$ cat config.mk
export PLATFORM = sky130hd
export DESIGN_NAME = onchip_mem_burst_reader
export DESIGN_NICKNAME = d
export VERILOG_FILES = /design/src/rtl/onchip_mem_burst_reader_pkg.sv /design/src/rtl/onchip_mem_burst_reader_fifo.sv /design/src/rtl/onchip_mem_burst_reader.sv
export SDC_FILE = /design/constraint.sdc
export NUM_CORES = 1
export LEC_CHECK = 0
export ABC_AREA = 0
export BUFFER_PORTS_ARGS = -buffer_cell sky130_fd_sc_hd__buf_4
export CAP_MARGIN = 0
export CORE_ASPECT_RATIO = 0.6
export CORE_UTILIZATION = 35
export DETAILED_ROUTE_END_ITERATION = 10
export GPL_TIMING_DRIVEN = 0
export PLACE_DENSITY_LB_ADDON = 0.08
export RECOVER_POWER = 100
export REMOVE_ABC_BUFFERS = 1
export SLEW_MARGIN = 20
export SYNTH_ARGS = -nofsm -noshare
export SYNTH_HDL_FRONTEND = slang
export SYNTH_SLANG_ARGS = --single-unit
$ cat constraint.sdc
create_clock -name clk -period 2.78 [get_ports clk]
set_input_delay 0.139 -clock clk [delete_from_list [all_inputs] [get_ports clk]]
set_output_delay 0.139 -clock clk [all_outputs]
set_load 0.01 [all_outputs]
$ cat src/rtl/onchip_mem_burst_reader_pkg.sv
// Shared defaults and FSM state encoding for the on-chip RAM burst reader.
package onchip_mem_burst_reader_pkg;

  localparam int unsigned ADDR_W_DEF     = 17;
  localparam int unsigned DATA_W_DEF     = 8;
  localparam int unsigned FIFO_DEPTH_DEF = 4;

  localparam logic [1:0] ST_IDLE  = 2'd0;
  localparam logic [1:0] ST_RUN   = 2'd1;
  localparam logic [1:0] ST_DRAIN = 2'd2;

endpackage

$ cat src/rtl/onchip_mem_burst_reader_fifo.sv
// Small synchronous first-word-fall-through FIFO holding {byte, last} entries.
module burst_byte_fifo #(
  parameter  int unsigned WIDTH = 9,
  parameter  int unsigned DEPTH = 4,
  localparam int unsigned PW    = $clog2(DEPTH),
  localparam int unsigned CW    = PW + 1
) (
  input  logic             clk,
  input  logic             reset,
  input  logic             push,
  input  logic [WIDTH-1:0] push_data,
  input  logic             pop,
  output logic [WIDTH-1:0] pop_data,
  output logic [CW-1:0]    count,
  output logic             full,
  output logic             empty
);

  localparam logic [CW-1:0] LP_FULL = CW'(DEPTH);

  logic [WIDTH-1:0] r_mem [DEPTH];
  logic [PW-1:0]    r_wptr;
  logic [PW-1:0]    r_rptr;
  logic [CW-1:0]    r_count;
  logic             w_push;
  logic             w_pop;

  assign full     = (r_count == LP_FULL);
  assign empty    = (r_count == '0);
  assign count    = r_count;
  assign pop_data = r_mem[r_rptr];

  // A full FIFO may still accept a push when the head leaves in the same cycle.
  assign w_pop  = pop & ~empty;
  assign w_push = push & (~full | w_pop);

  always_ff @(posedge clk) begin
    if (reset) begin
      r_wptr  <= '0;
      r_rptr  <= '0;
      r_count <= '0;
    end else begin
      if (w_push) r_wptr <= r_wptr + PW'(1);
      if (w_pop)  r_rptr <= r_rptr + PW'(1);
      r_count <= r_count + CW'(w_push) - CW'(w_pop);
    end
  end

  always_ff @(posedge clk) begin
    if (w_push) r_mem[r_wptr] <= push_data;
  end

endmodule

$ cat src/rtl/onchip_mem_burst_reader.sv
// Streams byte bursts from the dual-port RAM's second port as a valid/ready
// stream with a last flag; reads are credit-limited by the output buffer.
module onchip_mem_burst_reader
  import onchip_mem_burst_reader_pkg::*;
#(
  parameter int unsigned ADDR_W     = ADDR_W_DEF,
  parameter int unsigned DATA_W     = DATA_W_DEF,
  parameter int unsigned FIFO_DEPTH = FIFO_DEPTH_DEF
) (
  input  logic              clk,
  input  logic              reset,
  input  logic              cmd_valid,
  output logic              cmd_ready,
  input  logic [ADDR_W-1:0] cmd_base,
  input  logic [ADDR_W:0]   cmd_len,
  output logic [ADDR_W-1:0] mem_address,
  output logic              mem_chipsel,
  output logic              mem_clken,
  output logic              mem_write,
  output logic [DATA_W-1:0] mem_wdata,
  input  logic [DATA_W-1:0] mem_rdata,
  output logic              out_valid,
  input  logic              out_ready,
  output logic [DATA_W-1:0] out_data,
  output logic              out_last,
  output logic              busy,
  output logic              done
);

  localparam int unsigned  CW       = $clog2(FIFO_DEPTH) + 1;
  localparam logic [CW:0]  LP_DEPTH = (CW + 1)'(FIFO_DEPTH);

  logic [1:0]        r_state;
  logic [ADDR_W-1:0] r_addr;
  logic [ADDR_W:0]   r_left;
  logic              r_inflight;
  logic              r_inflight_last;
  logic              r_done;

  logic [CW-1:0]     w_count;
  logic              w_full;
  logic              w_empty;
  logic [DATA_W:0]   w_fifo_rdata;
  logic [CW:0]       w_outstanding;
  logic              w_accept;
  logic              w_issue;
  logic              w_issue_last;
  logic              w_pop;
  logic              w_last_pop;

  assign w_accept      = cmd_valid & (r_state == ST_IDLE);
  // Buffered plus in-flight entries bound the reads that may be outstanding.
  assign w_outstanding = {1'b0, w_count} + (CW + 1)'(r_inflight);
  assign w_issue       = (r_state == ST_RUN) & (r_left != '0) & ~w_full
                       & (w_outstanding < LP_DEPTH);
  assign w_issue_last  = w_issue & (r_left == (ADDR_W + 1)'(1));
  assign w_pop         = ~w_empty & out_ready;
  assign w_last_pop    = w_pop & w_fifo_rdata[0];

  always_ff @(posedge clk) begin
    if (reset) begin
      r_state         <= ST_IDLE;
      r_addr          <= '0;
      r_left          <= '0;
      r_inflight      <= 1'b0;
      r_inflight_last <= 1'b0;
      r_done          <= 1'b0;
    end else begin
      r_done          <= 1'b0;
      r_inflight      <= w_issue;
      r_inflight_last <= w_issue_last;
      case (r_state)
        ST_IDLE: begin
          if (w_accept) begin
            r_addr <= cmd_base;
            r_left <= cmd_len;
            if (cmd_len == '0) r_done  <= 1'b1;
            else               r_state <= ST_RUN;
          end
        end
        ST_RUN: begin
          if (w_issue) begin
            r_addr <= r_addr + ADDR_W'(1);
            r_left <= r_left - (ADDR_W + 1)'(1);
            if (w_issue_last) r_state <= ST_DRAIN;
          end
        end
        ST_DRAIN: begin
          if (w_last_pop) begin
            r_state <= ST_IDLE;
            r_done  <= 1'b1;
          end
        end
        default: r_state <= ST_IDLE;
      endcase
    end
  end

  // RAM data appears one clock after the address edge; capture it as it arrives.
  burst_byte_fifo #(
    .WIDTH (DATA_W + 1),
    .DEPTH (FIFO_DEPTH)
  ) u_fifo (
    .clk       (clk),
    .reset     (reset),
    .push      (r_inflight),
    .push_data ({mem_rdata, r_inflight_last}),
    .pop       (out_ready),
    .pop_data  (w_fifo_rdata),
    .count     (w_count),
    .full      (w_full),
    .empty     (w_empty)
  );

  assign cmd_ready   = (r_state == ST_IDLE);
  assign mem_address = r_addr;
  assign mem_chipsel = w_issue;
  assign mem_clken   = w_issue;
  assign mem_write   = 1'b0;
  assign mem_wdata   = '0;
  assign out_valid   = ~w_empty;
  assign out_data    = w_fifo_rdata[DATA_W:1];
  assign out_last    = w_fifo_rdata[0];
  assign busy        = (r_state == ST_RUN) | (r_state == ST_DRAIN);
  assign done        = r_done;

endmodule
* Word level (Yosys, flattened, before mapping) *
Memory sizes are Yosys's and may differ from the RTL's. A register that Yosys moved wholly into a read port is not among the register bits.
Cells that the tools add are included.

operators by class
  mux-type cells = 20
  $lt $le $gt $ge = 1
  $add $sub $neg = 7
  div/mod/pow operators = 0
  multipliers = 0
  reductions and logical operators = 7
  bitwise logic cells = 12
  shift operators = 0
  equal/unequal tests = 9

operator list
  cell                                                         number
  two-way mux 18 bit                                           2
  one-hot mux 18 bit (2 select lines)                          1
  two-way mux 17 bit                                           2
  one-hot mux 17 bit (2 select lines)                          1
  equality test 18 x 1 -> 1 bit (second input constant)        1
  logical NOT 18 bit                                           1
  nonzero test 18 bit                                          1
  subtractor 18 x 1 -> 18 bit (second input constant)          1
  adder 17 x 1 -> 17 bit (second input constant)               1
  two-way mux 2 bit                                            7
  AND 1 bit                                                    8
  inequality test 2 bit (second input constant)                4
  one-hot mux 2 bit (3 select lines)                           1
  two-way mux 1 bit                                            5
  AND reduction 5 bit                                          1
  adder 2 x 1 -> 2 bit (second input constant)                 2
  adder 3 x 1 -> 4 bit                                         1
  less-than comparator 4 x 3 -> 1 bit (second input constant)  1
  adder 3 x 1 -> 3 bit                                         1
  equality test 3 bit (second input constant)                  1
  logical NOT 3 bit                                            1
  AND reduction 3 bit                                          1
  subtractor 3 x 1 -> 3 bit                                    1
  equality test 2 x 1 -> 1 bit (second input constant)         1
  7 further kinds                                              9

storage, ports and cells
  bits in latches = 0
  bits in read-only memories = 0
  bits of input ports = 47
  output and inout bits = 41
  register bits after elaboration = 47
  memories = 1
  logic and storage cells = 66
  RAM bits = 36

memory list
  memory        words  bits a word  read ports  clocked after memory_dff  write ports  line                                RTL
  u_fifo.r_mem  4      9            1           1                         1            onchip_mem_burst_reader_fifo.sv:21  logic [WIDTH-1:0] r_mem [DEPTH];

* Logic depth before layout (Yosys ltp) *
  depth in word-level cells = 8
  depth in mapped cells = 10

* Hierarchy *
Synthesis repeated with hierarchy kept, for this count alone.

unflattened totals
  cells, all modules = 464
  area total of the unflattened synthesis = 4734.5 sq um

modules (own cells, without submodules)
  module                   cells each  area each (sq um)  seq. area each (sq um)  times used
  onchip_mem_burst_reader  370         2942.8             800.8                   1
  burst_byte_fifo          94          1791.7             1261.2                  1

* Least setup slack after synthesis *
OpenSTA, ideal clock, no wires.

  kind = register to register
  start = reg r_left[4]
  end = reg r_left[4]
  path buffers = 2
  arrival time = 2.261 ns
  setup time = 0.069 ns
  data required time = 2.711 ns
  cell stages (with the launch flop) = 9
  slack = 0.450 ns
  path through = dfxtp_1 or4_1 buf_2 nor4_4 a311oi_4 a21oi_4 buf_8 o21ai_1 a21oi_2

between the ends
  longest elaborated chain between the ends = 6

RTL lines
  what                             line                           RTL
  start, declared                  onchip_mem_burst_reader.sv:35  logic [ADDR_W:0] r_left;
  start signal, assigned           onchip_mem_burst_reader.sv:76  r_left <= cmd_len;
  start signal, assigned           onchip_mem_burst_reader.sv:84  r_left <= r_left - (ADDR_W + 1)'(1);
  nonzero test 18 bit              onchip_mem_burst_reader.sv:54  assign w_issue = (r_state == ST_RUN) & (r_left != '0) & ~w_full
  AND 1 bit (2 in series)          onchip_mem_burst_reader.sv:54
  AND 1 bit                        onchip_mem_burst_reader.sv:55  & (w_outstanding < LP_DEPTH);
  named net mem_chipsel            onchip_mem_burst_reader.sv:17  output logic mem_chipsel,
  inequality test 2 bit (no line)  n/a
  AND reduction 3 bit (no line)    n/a

The timed path passes the listed nets, and every way through them passes these cells. The select of a mux whose other input is x is not followed.
A chain may end at the register's enable or synchronous reset.

* Final worst setup path *
  start = reg r_left[4]
  end = reg r_left[5]

between the ends
  longest elaborated chain between the ends = 6

RTL lines
  what
  parallel branches: the longest is 6 deep, another holds subtractor 18 x 1 -> 18 bit

Several ways; the timed one is not identified. The select of a mux whose other input is x is not followed.

==> impl_metrics.yaml <==
status:
  status: "finished clean"
layout:
  n_antenna_cell: 0
  mostFrequentLayoutCells: "dfxtp_1, buf_4, nand2_1, clkbuf_1, edfxtp_1"
  nets: 597
  drive_gt1_share_pct: 21.2
  fillers: 1220
  layout_commonest_cell: "dfxtp_1"
  area_delta_synth_final_pct: 22.1
timing:
  finalSetupViolations: 0
  period_share_pct: 94.4
  fin_skew_ps: 11.0
  fin_tns_setup_ps: 0
  fin_crit_ps: 2630
  finalHoldViolCount: 0
  fmax_mhz: 381
  relSlewSlack_pct: 29.7
  slew_violations: 0
  tightest_slew_ps: 1050
detailed_routing:
  vias: 3715
  drc: 0
  viasPerCell: 5.28
  routedWlPerCell_um: 16.8
  first_pass_iters: 4
  drtIter0Drc: 224
  drt-total-wl_um: 11800
  ant_nets: 0
critical_path:
  cpMaxStageDelayCell: "or4_1"
  crit_fanout: 10
  path_cells: "or4_1 > nor4_4 > buf_4 > a311oi_4 > buf_4 > buf_4 > a21oi_4 > a21o_1 > a21oi_2"
  max_stage_delay_ps: 690
  crit_path_end_kind: "flip-flop"
  cp-start-kind: "flip-flop"
  r2r_setup_slack_ps: 150
  path_common_cell: "buf_4"
  required_ps: 2980
  worstSetupPathType: "flip-flop to flip-flop"
  cp.arrival_ps: 2820
die:
  start_util_pct: 36.8
  core-area_um2: 12400
  dieArea_um2: 13500
  fp.dieW_um: 149
  ioPinCount: 88
  core.rowCount: 31
  die_h_um: 90.4
logic_synthesis:
  synth-seq-cells: 85
  synth_flop_cell: "dfxtp_1"
  synth_area_per_cell_um2: 9.91
  synth-async-reset-ratio_pct: 0
  ys_seq_area_share_pct: 45.2
  synth_edf_count: 36
  synthCells: 460
  netlist_area_um2: 4560
  synth_cell_types: 63
  yosysWarnings: 0
placed_design:
  port_buffers: 78
  detailed_place_hpwl_um: 7940
  globalplace.congestion: 0.718
clocking:
  cts_sinks: 85
  ctsHtreeMaxLevel: 3
  clk_pin_slew_ps: 70
  cts_root_buf: "clkbuf_16"
  cts_tree: "done"
  worstSkewPairLatency_ps: 340
  numCtsBuffers: 9
  cts_max_path_buffers: 2
global_routing:
  grt_pass1_vias: 3317
  grt_pass1_wl_um: 18200
  antenna_found_initial: 0
  grt_max_degree: 54
  grt_usage_pct: 17.7
  gr-total-overflow: 0
power:
  finalPower_uw: 6170
  peakVddDrop_uv: 467
  leakage_uw: 0.00195
  powerDensity_nw_per_um2: 1110
flow_run:
  drv_cap: 0
worst_hold_path:
  hold_class: "input pin to flip-flop"
layer usage:
metal  share of wire [%]  GRT usage (%)  vias up
li1                    -              -     1816
met1                  53           27.9     1793
met2                  41           23.3       98
met3                 5.3           4.19        8
met4                0.75           5.02        0
met5                   0              0        -
path summary, 6_finish.rpt:
check | startpoint | end | cells after the start
worst max register to register | r_left[4] | r_left[5] | 9
worst max-delay path | r_left[4] | r_left[5] | 9
worst min-delay path | cmd_valid | done | 3
worst min register to register | r_left[15] | r_left[15] | 2
layout make-up:
type	instances	area, µm²	share of cell area [%]
multi-input combinational	318	2250	40.4
clock buffer	9	225	4.05
clock inverter	7	80.1	1.44
inverter	27	104	1.87
sequential	85	2060	37.1
timing repair buffer	93	641	11.5
tap	165	206	3.71
synthesized netlist by cell type, types with 9 or more instances:
library cell / count / share of area (%)
nand3_1: 17 / 1.9
inv_1: 27 / 2.2
nor2_1: 31 / 2.6
edfxtp_1: 36 / 24
a21oi_1: 32 / 3.5
clkbuf_1: 21 / 1.7
o21ai_0: 12 / 1.3
ha_1: 15 / 4.1
nor3_1: 16 / 1.8
buf_4: 10 / 1.6
mux4_2: 9 / 4.4
a21oi_2: 14 / 2.7
dfxtp_1: 49 / 22
nand2_1: 39 / 3.2
o21ai_2: 12 / 2.3
cell families (layout without fill, tap and decap cells):
kind of cell	count (synthesis)	in the layout	share of synthesized area, %
buf+inv	67	136	7.16
mux	14	14	5.57
other cells	1	9	0.0823
xor+xnor	4	4	0.769
fa+ha+maj	16	16	4.56
compound gates	120	122	19.5
flops	85	85	45.2
simple gates	153	153	17.1
registers in the layout (all words and copies together), names as in the netlist, named ones only:
signal	cells
u_fifo.r_wptr	2
u_fifo.r_mem	36
done	1
u_fifo.count	3
r_inflight_last	1
r_inflight	1
u_fifo.r_rptr	2
r_state	2
r_left	18
mem_address	17
report_power, final:
| part | leakage [µW] | switching [µW] | internal [µW] |
|---|---|---|---|
| registers | 0.000721 | 337 | 1580 |
| logic | 0.00109 | 1810 | 1200 |
| clock network | 0.000143 | 532 | 708 |
| total | 0.00195 | 2680 | 3490 |
timing repair:
action | 4_1_cts | 5_1_grt
setup endpoints to repair | 33 | 22
cloned | 1 | 1
pin swaps | 2 | 4
resized for setup | 5 | 2
buffers inserted | 2 | 2
hold buffers | 8 | 0
endpoints found under the hold margin | 32 | 0
per-stage QoR:
stage | utilization (%) | area, µm² | worst slack (ps) | hold slack [ps] | cells
global route | 45.0 | 5560 | -20.3 | 94.9 | 704
CTS | 45.9 | 5680 | -5.11 | 61.1 | 701
finish | 45.0 | 5560 | 155 | 71.2 | 704
detailed placement | 42.3 | 5230 | -698 | 343 | 674
global placement | 41.7 | 5150 | -2690 | 342 | 671
floorplan | - | 4360 | -1100 | 201 | 428
worst max-delay path: cells and delay by family, from the launching register on:
| kind | cells | cell delay, ps |
|---|---|---|
| AND/OR/NAND/NOR | 2 | 940 |
| AO/OA/AOI/OAI | 4 | 630 |
| buffers and inverters | 3 | 550 |
| flip-flops | 1 | 370 |
(Power assumes the default switching activity.)
